File: src/rtl/zombie_wave_scheduler_pkg.sv
// Shared constants, one-hot level state encoding and per-level helpers
// for the zombie wave scheduler and the lawn renderer.
package zombie_wave_scheduler_pkg;

   localparam int unsigned NUM_LANES = 5;
   localparam int unsigned LANE_W    = 3;
   localparam int unsigned X_W       = 10;

   localparam logic [X_W-1:0] X_START_DEFAULT = 10'd639;
   localparam logic [X_W-1:0] END_OF_LAWN     = 10'd0;

   localparam logic [7:0] LFSR_SEED = 8'hA5;
   // Fibonacci taps 8,6,5,4 expressed as bit positions 7,5,4,3
   localparam logic [7:0] LFSR_TAPS = 8'hB8;

   typedef enum logic [7:0] {
      ST_I      = 8'b0000_0001,
      ST_L1     = 8'b0000_0010,
      ST_NL2    = 8'b0000_0100,
      ST_L2     = 8'b0000_1000,
      ST_NL3    = 8'b0001_0000,
      ST_L3     = 8'b0010_0000,
      ST_DONE_L = 8'b0100_0000,
      ST_DONE_W = 8'b1000_0000
   } state_t;

   function automatic logic [1:0] level_speed(input state_t s);
      case (s)
         ST_L1:   return 2'd1;
         ST_L2:   return 2'd2;
         ST_L3:   return 2'd3;
         default: return 2'd0;
      endcase
   endfunction

endpackage

File: src/rtl/zombie_wave_scheduler_lfsr_lane_pick.sv
// Free-running 8-bit Fibonacci LFSR; its value modulo the lane count
// selects the lane for the next spawn attempt.
module lfsr_lane_pick
   import zombie_wave_scheduler_pkg::*;
(
   input  logic              clk,
   input  logic              reset_n,
   output logic [LANE_W-1:0] lane
);

   logic [7:0] lfsr;

   always_ff @(posedge clk or negedge reset_n) begin
      if (!reset_n) begin
         lfsr <= LFSR_SEED;
      end else begin
         lfsr <= {lfsr[6:0], ^(lfsr & LFSR_TAPS)};
      end
   end

   assign lane = LANE_W'(lfsr % 8'(NUM_LANES));

endmodule

File: src/rtl/zombie_wave_scheduler.sv
// Game sequencer: level FSM, move-tick divider, per-lane zombie spawn/move
// and kill accounting for the lawn renderer. All outputs are registered.
module zombie_wave_scheduler
   import zombie_wave_scheduler_pkg::*;
#(
   parameter int unsigned    MOVE_DIV    = 500000,
   parameter int unsigned    SPAWN_TICKS = 64,
   parameter logic [X_W-1:0] X_START     = X_START_DEFAULT,
   parameter int unsigned    QUOTA_L1    = 5,
   parameter int unsigned    QUOTA_L2    = 10,
   parameter int unsigned    QUOTA_L3    = 15,
   parameter int unsigned    PAUSE_TICKS = 128
) (
   input  logic                     clk,
   input  logic                     reset_n,
   input  logic                     start,
   input  logic                     kill_valid,
   input  logic [LANE_W-1:0]        kill_lane,
   output logic [NUM_LANES-1:0]     zombie_active,
   output logic [NUM_LANES*X_W-1:0] zombie_x,
   output logic [15:0]              zombies_killed,
   output logic                     move_tick,
   output logic                     q_I,
   output logic                     q_L1,
   output logic                     q_NL2,
   output logic                     q_L2,
   output logic                     q_NL3,
   output logic                     q_L3,
   output logic                     q_DoneL,
   output logic                     q_DoneW
);

   localparam int unsigned DIV_W   = (MOVE_DIV > 1)    ? $clog2(MOVE_DIV)    : 1;
   localparam int unsigned SPAWN_W = (SPAWN_TICKS > 1) ? $clog2(SPAWN_TICKS) : 1;
   localparam int unsigned PAUSE_W = (PAUSE_TICKS > 1) ? $clog2(PAUSE_TICKS) : 1;

   localparam logic [DIV_W-1:0]   DIV_LAST   = DIV_W'(MOVE_DIV - 1);
   localparam logic [SPAWN_W-1:0] SPAWN_LAST = SPAWN_W'(SPAWN_TICKS - 1);
   localparam logic [PAUSE_W-1:0] PAUSE_LAST = PAUSE_W'(PAUSE_TICKS - 1);

   state_t               state;
   state_t               state_nxt;
   logic [DIV_W-1:0]     div_cnt;
   logic [SPAWN_W-1:0]   spawn_cnt;
   logic [PAUSE_W-1:0]   pause_cnt;
   logic [7:0]           level_kills;
   logic [7:0]           quota;
   logic [1:0]           speed;
   logic [LANE_W-1:0]    pick_lane;
   logic [NUM_LANES-1:0] lane_lost;

   logic in_level;
   logic in_pause;
   logic start_game;
   logic kill_hit;
   logic quota_hit;
   logic advance;
   logic spawn_due;
   logic pause_done;
   logic lost;

   lfsr_lane_pick u_pick (
      .clk     (clk),
      .reset_n (reset_n),
      .lane    (pick_lane)
   );

   always_comb begin
      quota = 8'(QUOTA_L3);
      case (state)
         ST_L1:   quota = 8'(QUOTA_L1);
         ST_L2:   quota = 8'(QUOTA_L2);
         default: quota = 8'(QUOTA_L3);
      endcase
   end

   assign speed      = level_speed(state);
   assign in_level   = (state == ST_L1) || (state == ST_L2) || (state == ST_L3);
   assign in_pause   = (state == ST_NL2) || (state == ST_NL3);
   assign start_game = (state == ST_I) && start;
   assign kill_hit   = in_level && kill_valid && (kill_lane < LANE_W'(NUM_LANES))
                       && zombie_active[kill_lane];
   assign quota_hit  = kill_hit && ((level_kills + 8'd1) == quota);
   // A quota-completing kill ends the level before any move or loss check.
   assign advance    = in_level && move_tick && !quota_hit;
   assign spawn_due  = advance && (spawn_cnt == SPAWN_LAST);
   assign pause_done = in_pause && (start || (move_tick && (pause_cnt == PAUSE_LAST)));
   assign lost       = |lane_lost;

   always_comb begin
      state_nxt = state;
      case (state)
         ST_I:      if (start) state_nxt = ST_L1;
         ST_L1:     if (quota_hit) state_nxt = ST_NL2;
                    else if (lost) state_nxt = ST_DONE_L;
         ST_NL2:    if (pause_done) state_nxt = ST_L2;
         ST_L2:     if (quota_hit) state_nxt = ST_NL3;
                    else if (lost) state_nxt = ST_DONE_L;
         ST_NL3:    if (pause_done) state_nxt = ST_L3;
         ST_L3:     if (quota_hit) state_nxt = ST_DONE_W;
                    else if (lost) state_nxt = ST_DONE_L;
         ST_DONE_L: if (start) state_nxt = ST_I;
         ST_DONE_W: if (start) state_nxt = ST_I;
         default:   state_nxt = ST_I;
      endcase
   end

   always_ff @(posedge clk or negedge reset_n) begin
      if (!reset_n) begin
         state <= ST_I;
      end else begin
         state <= state_nxt;
      end
   end

   always_ff @(posedge clk or negedge reset_n) begin
      if (!reset_n) begin
         div_cnt   <= '0;
         move_tick <= 1'b0;
      end else if (div_cnt == DIV_LAST) begin
         div_cnt   <= '0;
         move_tick <= 1'b1;
      end else begin
         div_cnt   <= div_cnt + DIV_W'(1);
         move_tick <= 1'b0;
      end
   end

   always_ff @(posedge clk or negedge reset_n) begin
      if (!reset_n) begin
         spawn_cnt <= '0;
         pause_cnt <= '0;
      end else begin
         if (start_game || quota_hit) begin
            spawn_cnt <= '0;
         end else if (advance) begin
            spawn_cnt <= spawn_due ? '0 : spawn_cnt + SPAWN_W'(1);
         end
         if (pause_done) begin
            pause_cnt <= '0;
         end else if (in_pause && move_tick) begin
            pause_cnt <= pause_cnt + PAUSE_W'(1);
         end
      end
   end

   always_ff @(posedge clk or negedge reset_n) begin
      if (!reset_n) begin
         zombies_killed <= '0;
         level_kills    <= '0;
      end else if (start_game) begin
         zombies_killed <= '0;
         level_kills    <= '0;
      end else if (kill_hit) begin
         if (zombies_killed != 16'hFFFF) begin
            zombies_killed <= zombies_killed + 16'd1;
         end
         level_kills <= quota_hit ? '0 : level_kills + 8'd1;
      end
   end

   for (genvar g = 0; g < NUM_LANES; g++) begin : g_lane
      logic [X_W-1:0] x;
      logic           active;
      logic           killed_here;
      logic           spawn_here;

      // Spawn only into a lane that was free before this edge, so a same-cycle
      // kill retires the old zombie and the spawn is dropped.
      assign killed_here  = kill_hit && (kill_lane == LANE_W'(g));
      assign spawn_here   = spawn_due && (pick_lane == LANE_W'(g)) && !active;
      assign lane_lost[g] = advance && active && !killed_here
                            && (x <= END_OF_LAWN + X_W'(speed));

      always_ff @(posedge clk or negedge reset_n) begin
         if (!reset_n) begin
            x      <= X_START;
            active <= 1'b0;
         end else if (start_game) begin
            x      <= X_START;
            active <= 1'b0;
         end else if (quota_hit || killed_here) begin
            active <= 1'b0;
         end else if (spawn_here) begin
            x      <= X_START;
            active <= 1'b1;
         end else if (advance && active) begin
            x <= lane_lost[g] ? '0 : x - X_W'(speed);
         end
      end

      assign zombie_active[g]       = active;
      assign zombie_x[g*X_W +: X_W] = x;
   end

   assign q_I     = state[0];
   assign q_L1    = state[1];
   assign q_NL2   = state[2];
   assign q_L2    = state[3];
   assign q_NL3   = state[4];
   assign q_L3    = state[5];
   assign q_DoneL = state[6];
   assign q_DoneW = state[7];

endmodule

File: config.mk
export PLATFORM = sky130hd
export DESIGN_NAME = zombie_wave_scheduler
export DESIGN_NICKNAME = d
export VERILOG_FILES = /design/src/rtl/zombie_wave_scheduler_pkg.sv /design/src/rtl/zombie_wave_scheduler_lfsr_lane_pick.sv /design/src/rtl/zombie_wave_scheduler.sv
export SDC_FILE = /design/constraint.sdc
export NUM_CORES = 1
export LEC_CHECK = 0
export CORE_MARGIN = 4
export CORE_UTILIZATION = 58
export DETAILED_ROUTE_END_ITERATION = 10
export GPL_TIMING_DRIVEN = 0
export PLACE_DENSITY = 0.91
export SYNTH_ARGS = -nofsm -noshare
export SYNTH_HDL_FRONTEND = slang
export SYNTH_HIERARCHICAL = 1
export SYNTH_SLANG_ARGS = --single-unit
File: constraint.sdc
create_clock -name clk -period 7 [get_ports clk]
set_input_delay 2.1 -clock clk [delete_from_list [all_inputs] [get_ports clk]]
set_output_delay 2.1 -clock clk [all_outputs]
set_load 0.01 [all_outputs]
==> impl_metrics.py, run 1 <==
metrics = {
    "synth": {
        "ys_top_cells_by_area": "dfrtp_1 23%, dfstp_2 13%, nor2_1 5.4%",
        "ys_warn_count": 6,
        "synthArstFlopShare_pct": 100,
        "synth.largest_area_cell": "dfrtp_1",
        "ys_seq_area_share_pct": 36.0,
        "synth_top_area_share_pct": 22.9,
        "synth_top_flop_cell": "dfrtp_1",
        "synth_seq_cells": 128,
        "yosysMostFrequentCell": "nor2_1",
        "synth_nets": 1106,
        "synth_cell_type_count": 95,
        "synth_area_sq_um": 9060,
        "syn_avg_cell_area_sq_um": 8.44,
        "netlist_instances": 1073,
        "synth_edf_count": 0,
        "synth_commonest_cells": "130 x nor2_1, 106 x nand2_1, 83 x dfrtp_1",
    },
    "timing": {
        "fin_skew_ps": 8.51,
        "setup_viol": 0,
        "timing.fmax_mhz": 151,
        "period_needed_ps": 6640,
        "max_slew_margin_pct": 19.8,
        "worstMarginPinSlew_ps": 1200,
        "hold_violations": 0,
        "whs_ps": 430,
        "finalMaxSlewViolations": 0,
        "fin_crit_sh_pct": 94.9,
    },
    "worst_setup_path": {
        "crit_fanout": 10,
        "arrival_ps": 6950,
        "cp_num_buf_inv": 3,
        "path_class": "register to register",
        "cp-start-kind": "register",
        "cpMostUsedCell": "ha_1",
        "cp_top_family": "simple AND/OR/NAND/NOR gates",
        "cp-end-kind": "register",
        "slowest_delay_ps": 520,
        "crit_required_ps": 7310,
        "crit_slowest_cell": "or4_1",
    },
    "clock_tree": {
        "insertion_delay_ps": 430,
        "clkSinkCount": 128,
        "numCtsBuffers": 17,
        "clock_path_buffers": 2,
        "clkTransAtPathRegs_ps": 60,
        "hold_buffers": 0,
        "post_cts_buffers": 0,
        "cts_tree": "yes",
        "cts_max_level": 4,
        "root_buffer": "clkbuf_16",
    },
    "cells_and_area": {
        "synthToLayoutAreaGrowth_pct": 19.6,
        "layout.nets": 1211,
        "drive_gt1_share_pct": 14.4,
        "antenna_cells": 0,
        "final_area_sq_um": 10800,
    },
    "floorplanning": {
        "initial_core_util_pct": 59.4,
        "die_h_microns": 133,
        "dieArea_sq_um": 17700,
        "core_sq_um": 15300,
        "io_pins": 87,
        "die_w_microns": 133,
        "rows": 45,
    },
    "power": {
        "p_leak_nw": 4.33,
        "power_density_nw_per_um2": 184,
        "ir_worst_vdd_mv": 0.171,
    },
    "global_routing": {
        "grt_max_degree": 71,
        "grt_pass1_wl_microns": 42600,
        "grt_usage_pct": 29.2,
        "grt_pass1_vias": 8509,
        "antenna_found_initial": 0,
        "overflow": 0,
    },
    "run_status": {
        "outcome": "completed",
    },
    "routing": {
        "via_per_inst": 6.41,
        "wirelength_microns": 25700,
        "drcViolationCount": 0,
        "drt_iter0_markers": 941,
        "vias": 8993,
        "routedWlPerCell_microns": 18.3,
        "firstDrtPassIters": 7,
        "ant_nets": 0,
    },
    "min_path": {
        "hold_path_class": "register to register",
    },
    "placed_design": {
        "port_buffers": 85,
        "dpl_cell_area_sq_um": 10200,
        "place_congestion": 0.995,
        "dp_hpwl_microns": 17900,
    },
    "flow_run": {
        "maxCapViolCount": 0,
    },
}
[cell type report]
class | instances | area (sq um)
multi-input combinational | 846 | 5370
fill | 1133 | 4420
sequential | 128 | 3260
timing repair buffer | 86 | 880
clock buffer | 20 | 447
buffer | 60 | 334
tap | 211 | 264
inverter | 39 | 150
clock inverter | 12 | 134
[kinds of logic after synthesis]
group	after synthesis	synth area share, %
buffers and inverters	99	5.25
muxes	6	0.663
and+or+nand+nor	499	28.9
DFF	128	36.0
xor gates and xnor gates	52	5.03
AOI/OAI and AO/OA	263	20.2
adders and majority gates	26	4.00
[sequential cells by signal, indices dropped and copies added (netlist names)]
name            cells
g_lane.x           50
div_cnt            19
zombies_killed     16
level_kills         8
state               8
u_pick/lfsr         8
pause_cnt           7
spawn_cnt           6
g_lane.active       5
move_tick           1
[layout by cell type, fill, tap and decap left out, types with 5 or more instances in the layout]
master           instances
nor2_1                 129
nand2_1                106
clkdlybuf4s50_1         84
dfrtp_1                 83
a21oi_1                 73
o21ai_0                 47
dfstp_2                 45
nor3_1                  41
inv_1                   38
nand3_1                 33
xor2_1                  29
nand4_1                 28
xnor2_1                 22
clkbuf_1                22
and3_1                  21
ha_1                    21
o32ai_1                 20
or2_2                   19
buf_2                   17
clkbuf_16               17
a211oi_1                14
or3_1                   13
nor4_1                  12
nand2b_1                12
nor3b_1                 12
o21a_1                  12
nor2b_1                 11
buf_4                    9
o211ai_1                 9
or4_1                    9
and2_1                   8
a31oi_1                  8
a21o_1                   8
buf_6                    7
mux2i_1                  6
o31ai_1                  6
nor4b_1                  5
buf_1                    5
o21ai_2                  5
fa_1                     5
[layer usage]
layer  part of all wire (%)  routed length, microns  vias up  global-route usage, %
met5                      0                       0        -                      0
met4                    3.4                     861        0                   13.8
met3                    6.9                    1780       84                   4.41
met2                     49                   12600      455                   48.0
met1                     41                   10400     4319                   37.8
li1                       -                       -     4135                      -
[power breakdown]
group / leakage [nW] / switching, mW / internal (mW)
Clock: 0.283 / 0.356 / 0.536
Sequential: 1.60 / 0.0215 / 0.757
Combinational: 2.45 / 0.227 / 0.0957
Total: 4.33 / 0.604 / 1.39
[per-stage QoR]
stage               setup WS (ps)  TNS [ps]  instances  util [%]  power (mW)
detailed placement           50.8         0       1370      66.9        1.10
CTS                          57.4         0       1402      70.8        1.99
finish                        356         0       1402      71.0        1.99
global placement            -1130    -92790       1369      66.7        1.09
floorplan                    1280         0       1073         -       0.981
global route                -19.5     -19.5       1402      71.0        2.06
[worst reg2reg max path: cells and delay by family (launching register included)]
kind                       cells  cell delay (ps)
DFF                            1              470
AOI/OAI and AO/OA             11             2020
adders and majority gates      3              750
xor gates and xnor gates       1              170
and+or+nand+nor               10             2530
buffers and inverters          3              610
[timing repair]
action                                  in CTS  in global routing
resized for setup                            2                  7
endpoints found under the hold margin        0                  0
endpoints found under the setup margin       4                 45
[path summary, 6_finish.rpt]
| check | from | end | slack, ps | cells past startpoint |
|---|---|---|---|---|
| min in group asynchronous | reset_n | g_lane[2].x[8] | 1640 | 1 |
| setup / recovery | u_pick/lfsr[4] | g_lane[0].x[4] | 360 | 28 |
| hold reg to reg | u_pick/lfsr[5] | u_pick/lfsr[6] | 430 | 0 |
| setup reg to reg | u_pick/lfsr[4] | g_lane[0].x[4] | 360 | 28 |
| hold / removal | u_pick/lfsr[5] | u_pick/lfsr[6] | 430 | 0 |
| max in group asynchronous | reset_n | u_pick/lfsr[2] | 4560 | 2 |
(Power assumes the default switching activity.)
==> run 2, diff against run 1 <==
--- a/config.mk
+++ b/config.mk
@@ -6,4 +6,5 @@
 export NUM_CORES = 1
 export LEC_CHECK = 0
+export ABC_AREA = 1
 export CORE_MARGIN = 4
 export CORE_UTILIZATION = 58
==> constraint.sdc (replaced) <==
create_clock -name clk -period 7 [get_ports clk]
set_input_delay 1.05 -clock clk [delete_from_list [all_inputs] [get_ports clk]]
set_output_delay 1.05 -clock clk [all_outputs]
set_load 0.01 [all_outputs]
==> run 2 against run 1 <==
Compared with the run above: combinational power grew to 4.2 times the previous value; flip-flop and latch count stayed put; sequential power is 48% higher; utilization is 0.35 points higher; final area increased by 0.50%; final cell count grew 14%; critical path type unchanged; first-iteration DRC count is 12% lower.
==> impl_metrics.py, run 2 <==
metrics = {
    "placed_design": {
        "place_congestion": 0.920,
        "port_buffers": 86,
        "place_inst": 1563,
        "dp_hpwl_microns": 16300,
    },
    "synth": {
        "synth_seq_cells": 128,
        "netlist_instances": 1265,
        "synth_commonest_cells": "341 x nand2_1, 145 x inv_1, 137 x nand3_1",
        "synth_area_sq_um": 9090,
        "synth_nets": 1298,
        "ys_warn_count": 6,
        "yosysMostFrequentCell": "nand2_1",
        "synth_cell_type_count": 55,
        "ys_top_cells_by_area": "dfrtp_1 23%, nand2_1 14%, dfstp_2 13%",
        "ys_seq_area_share_pct": 35.9,
        "synthArstFlopShare_pct": 100,
        "synth_top_flop_cell": "dfrtp_1",
        "syn_avg_cell_area_sq_um": 7.19,
        "synth.largest_area_cell": "dfrtp_1",
        "synth_top_area_share_pct": 22.8,
        "synth_edf_count": 0,
    },
    "cells_and_area": {
        "synthToLayoutAreaGrowth_pct": 19.8,
        "largest_register_ffs": 50,
        "antenna_cells": 0,
        "drive_gt1_share_pct": 15.8,
        "layout.cells.non_filler": 1595,
        "layout_commonest_cell": "nand2_1",
        "top_regs": "g_lane.x: 50 flops, div_cnt: 19 flops, zombies_killed: 16 flops",
        "mostFrequentLayoutCells": "341 x nand2_1, 145 x inv_1, 137 x nand3_1",
        "fillers": 1059,
        "top_register": "g_lane.x",
        "layout.nets": 1404,
    },
    "global_routing": {
        "overflow": 0,
        "grt_max_degree": 84,
        "use_met1_pct": 34.8,
        "grt_usage_pct": 26.9,
        "grt_pass1_vias": 8516,
        "antenna_found_initial": 0,
        "grtUsageMet2_pct": 44.5,
        "grt_pass1_wl_microns": 39800,
        "busiest_layer": "met2",
        "use_met3_pct": 5.74,
    },
    "timing": {
        "hold_violations": 0,
        "setup_viol": 0,
        "worstMarginPinSlew_ps": 766,
        "fin_skew_ps": 8.44,
        "fin_crit_sh_pct": 76.9,
        "period_needed_ps": 5380,
        "fin_setup_tns_ps": 0,
        "finalMaxSlewViolations": 0,
        "whs_ps": 412,
        "max_slew_margin_pct": 48.4,
        "rsz0062_at_grt": "no",
        "timing.fmax_mhz": 186,
    },
    "clock_tree": {
        "cts_max_level": 4,
        "clkTransAtPathRegs_ps": 60,
        "cts_resized": 0,
        "cts_tree": "yes",
        "post_cts_buffers": 0,
        "hold_buffers": 0,
        "insertion_delay_ps": 440,
        "clkSinkCount": 128,
        "numCtsBuffers": 17,
        "clock_path_buffers": 2,
        "root_buffer": "clkbuf_16",
    },
    "floorplanning": {
        "initial_core_util_pct": 59.6,
        "die_h_microns": 133,
        "die_w_microns": 133,
        "io_pins": 87,
        "dieArea_sq_um": 17700,
        "rows": 45,
        "core_sq_um": 15300,
    },
    "flow_run": {
        "maxCapViolCount": 0,
    },
    "worst_setup_path": {
        "path_class": "register to register",
        "slowest_delay_ps": 450,
        "cp-start-kind": "register",
        "arrival_ps": 5750,
        "crit_fanout": 10,
        "crit_required_ps": 7370,
        "r2r_slack_ps": 1620,
        "cp_num_buf_inv": 8,
        "cp-end-kind": "register",
        "crit_slowest_cell": "dfrtp_1",
        "cpMostUsedCell": "nand2_1",
        "cp_top_family": "simple AND/OR/NAND/NOR gates",
    },
    "min_path": {
        "hold_path_class": "register to register",
    },
    "routing": {
        "wirelength_microns": 23400,
        "firstDrtPassIters": 6,
        "routedWlPerCell_microns": 14.7,
        "via_per_inst": 5.59,
        "drt_iter0_markers": 825,
        "drcViolationCount": 0,
        "vias": 8918,
        "ant_nets": 0,
    },
    "power": {
        "power_density_nw_per_um2": 319,
        "ir_worst_vdd_mv": 0.198,
        "p_leak_nw": 5.34,
    },
    "run_status": {
        "outcome": "completed",
    },
}
run 2: changes by cell type in the layout (fill, tap and decap cells not counted), sizes merged, moves of 11 or more:
cell,before,now
nand2,106,381
inv,41,176
nand3,34,154
a21oi,73,34
buf,39,13
and3,21,1
o32ai,20,1
clkbuf,43,27
or3,13,0
nand2b,12,0
nor2b,11,0
nor3b,14,3
run 2: per-layer routing:
metal  routed length [microns]  up-vias  part of all wire (%)
li1                          -     4272                     -
met4                       695        0                   3.0
met1                      9730     4172                    42
met2                     11200      402                    48
met5                         0        -                     0
met3                      1760       72                   7.5
run 2: path summary, 6_finish.rpt:
path                                start              to  cells after the start
max                        u_pick/lfsr[4]  g_lane[4].x[6]                     45
min                        u_pick/lfsr[6]  u_pick/lfsr[7]                      0
max reg2reg                u_pick/lfsr[4]  g_lane[4].x[6]                     45
min reg2reg                u_pick/lfsr[6]  u_pick/lfsr[7]                      0
max in group asynchronous         reset_n  g_lane[1].x[0]                      2
min in group asynchronous         reset_n        state[5]                      1
run 2: final cells by class:
type | count | area (sq um) | area share, %
buffer | 19 | 114 | 1.05
clock buffer | 19 | 433 | 3.98
clock inverter | 13 | 211 | 1.94
inverter | 175 | 657 | 6.03
multi-input combinational | 943 | 5060 | 46.5
sequential | 128 | 3260 | 29.9
tap | 211 | 264 | 2.42
timing repair buffer | 87 | 890 | 8.17
run 2: kinds of logic after synthesis:
group	synth area share, %
adders and majority gates	3.99
xor gates and xnor gates	4.53
AOI/OAI and AO/OA	7.16
buffers and inverters	8.48
DFF	35.9
and+or+nand+nor	40.0
run 2: power by group:
group / total (mW) / leakage [nW] / internal (mW) / switching (mW)
sequential: 1.15 / 1.60 / 0.964 / 0.182
clock: 0.982 / 0.300 / 0.632 / 0.350
combinational: 1.35 / 3.44 / 0.603 / 0.747
total: 3.48 / 5.34 / 2.20 / 1.28
run 2: through the flow:
step	setup WS, ps	power (mW)	util, %	cell area [sq um]
2_1_floorplan	2690	1.99	-	9090
3_3_place_gp	-38.7	2.43	66.9	10200
3_5_place_dp	1910	2.48	67.1	10200
4_1_cts	1750	3.47	71.4	10900
5_1_grt	1100	3.70	71.4	10900
6_report	1620	3.48	71.4	10900
==> run 3, diff against run 2 <==
Settings changed: CORE_UTILIZATION 58 to 53, PLACE_DENSITY 0.91 to 0.88.
Clock period 7 ns to 4.5 ns, I/O delays scaled along.
==> run 3 against run 2 <==
Compared with the run above: the flow now finishes with violations (setup timing); global-route usage is 0.095 points lower; clock-buffer cell count stayed put; largest cell class unchanged; clock skew up 15 ps; via count rose by 12%; flip-flop and latch count is the same; die area increased by 8.9%; combinational power rose by 73%.
==> impl_metrics.py, run 3 (synthesis gave the netlist of run 2 again) <==
metrics = {
    "run_status": {
        "outcome": "complete, but fails checks",
        "violations": "setup timing",
    },
    "global_routing": {
        "overflow": 0,
        "antenna_found_initial": 0,
        "grt_usage_pct": 26.8,
        "grt_pass1_vias": 9035,
        "grt_pass1_wl_microns": 43300,
        "grt_max_degree": 94,
    },
    "worst_setup_path": {
        "cp-start-kind": "register",
        "crit_slowest_cell": "dfstp_2",
        "arrival_ps": 5420,
        "cpMostUsedCell": "nand2_2",
        "slowest_delay_ps": 610,
        "cp-end-kind": "register",
        "r2r-start": "u_pick/lfsr[5]",
        "path_class": "register to register",
        "reg2regPathDepth": 39,
        "r2r_slack_ps": -600,
        "reg2reg_to": "g_lane[3].x[8]",
        "crit_required_ps": 4810,
        "cp_top_family": "simple AND/OR/NAND/NOR gates",
        "crit_fanout": 5,
        "cp_num_buf_inv": 8,
    },
    "clock_tree": {
        "root_buffer": "clkbuf_16",
        "cts_max_level": 4,
        "insertion_delay_ps": 450,
        "numCtsBuffers": 17,
        "cts_tree": "yes",
        "clkTransAtPathRegs_ps": 80,
        "clock_path_buffers": 2,
        "clkSinkCount": 128,
    },
    "placed_design": {
        "dp_hpwl_microns": 16800,
        "port_buffers": 86,
        "place_ws_ps": -507,
        "dpl_cell_area_sq_um": 10300,
        "place_congestion": 0.909,
    },
    "floorplanning": {
        "core_sq_um": 16700,
        "io_pins": 87,
        "rows": 47,
        "die_w_microns": 139,
        "dieArea_sq_um": 19300,
        "die_h_microns": 139,
        "initial_core_util_pct": 54.4,
    },
    "timing": {
        "timing.fmax_mhz": 196,
        "max_slew_margin_pct": 34.1,
        "fin_setup_tns_ps": -26410,
        "fin_skew_ps": 23.7,
        "worst_slack_ps": -605,
        "whs_ps": 141,
        "setup_viol": 55,
        "fin_crit_sh_pct": 113,
        "rsz0062_at_grt": "yes",
        "hold_violations": 0,
        "period_needed_ps": 5100,
        "worstMarginPinSlew_ps": 989,
        "finalMaxSlewViolations": 0,
    },
    "routing": {
        "vias": 10000,
        "drt_iter0_markers": 1237,
        "via_per_inst": 6.09,
        "ant_nets": 0,
        "drcViolationCount": 0,
        "wirelength_microns": 30600,
        "firstDrtPassIters": 9,
        "routedWlPerCell_microns": 18.6,
    },
    "power": {
        "p_switching_mw": 2.20,
        "power_density_nw_per_um2": 484,
        "switching_share_pct": 38.7,
        "comb_power_share_pct": 40.9,
        "ir_worst_vdd_mv": 0.341,
        "power.internal_mw": 3.49,
        "clkPwrFrac_pct": 27.6,
        "p_leak_nw": 5.65,
        "seq_power_share_pct": 31.5,
    },
    "cells_and_area": {
        "drive_gt1_share_pct": 23.8,
        "mostFrequentLayoutCells": "302 x nand2_1, 136 x inv_1, 125 x nand3_1",
        "final_area_sq_um": 11800,
        "synthToLayoutAreaGrowth_pct": 29.4,
        "top_regs": "g_lane.x: 50 flops, div_cnt: 19 flops, zombies_killed: 16 flops",
        "top_register": "g_lane.x",
        "layout_commonest_cell": "nand2_1",
        "layout.nets": 1443,
        "fillers": 1127,
        "largest_register_ffs": 50,
        "antenna_cells": 0,
    },
    "min_path": {
        "hold_path_class": "primary input to asynchronous set/reset pin",
    },
    "flow_run": {
        "maxCapViolCount": 0,
    },
}
run 3: cell types whose count changed in the layout (fill, tap and decap cells not counted), moves of 12 or more:
cell	before	now
buf_6	2	14
nand2_4	11	25
nand3_1	137	125
nand2_1	341	302
buf_4	9	34
nand2_2	29	51
run 3: timing repair:
item,4_1_cts,5_1_grt
hold buffers,0,0
pin swaps,22,53
gates resized for setup,40,103
setup buffers,17,18
endpoints found under the setup margin,55,55
cloned,1,3
run 3: routing by layer:
metal | vias up | track usage [%] | part of all wire (%)
li1 | 4377 | - | -
met1 | 4584 | 32.8 | 36
met2 | 782 | 44.3 | 46
met3 | 260 | 5.59 | 10
met4 | 0 | 14.7 | 7.7
met5 | - | 0 | 0
run 3: per-stage QoR:
step	util, %	total power [mW]	std cells
after floorplan	-	3.09	1265
after global placement	61.2	3.78	1571
after detailed placement	61.4	3.86	1572
after CTS	67.0	5.43	1622
after global routing	70.4	5.98	1643
final	70.4	5.69	1643
run 3: layout make-up:
cell class / instances / area (sq um) / share of cell area (%)
inverter: 175 / 691 / 5.87
clock inverter: 13 / 210 / 1.79
tap: 220 / 275 / 2.34
clock buffer: 19 / 443 / 3.77
timing repair buffer: 126 / 1230 / 10.4
sequential: 128 / 3260 / 27.7
buffer: 19 / 125 / 1.06
multi-input combinational: 943 / 5530 / 47.0
run 3: how the worst max path moves through the flow:
stage	startpoint	end	cells after the start
6_report	u_pick/lfsr[5]	g_lane[3].x[8]	39
5_1_grt	u_pick/lfsr[5]	g_lane[4].x[1]	41
4_1_cts	u_pick/lfsr[5]	g_lane[1].x[7]	40
3_5_place_dp	u_pick/lfsr[4]	g_lane[4].x[5]	45
3_3_place_gp	reset_n	zombies_killed[1]	1
2_1_floorplan	u_pick/lfsr[4]	g_lane[4].x[5]	45
run 3: power by group through the flow:
stage	Sequential [mW]	Combinational, mW	Clock (mW)
after floorplan	1.83	1.27	0
after global placement	1.78	2.00	0
after detailed placement	1.79	2.07	0
after CTS	1.77	2.11	1.55
after global routing	1.83	2.53	1.62
final	1.79	2.33	1.57
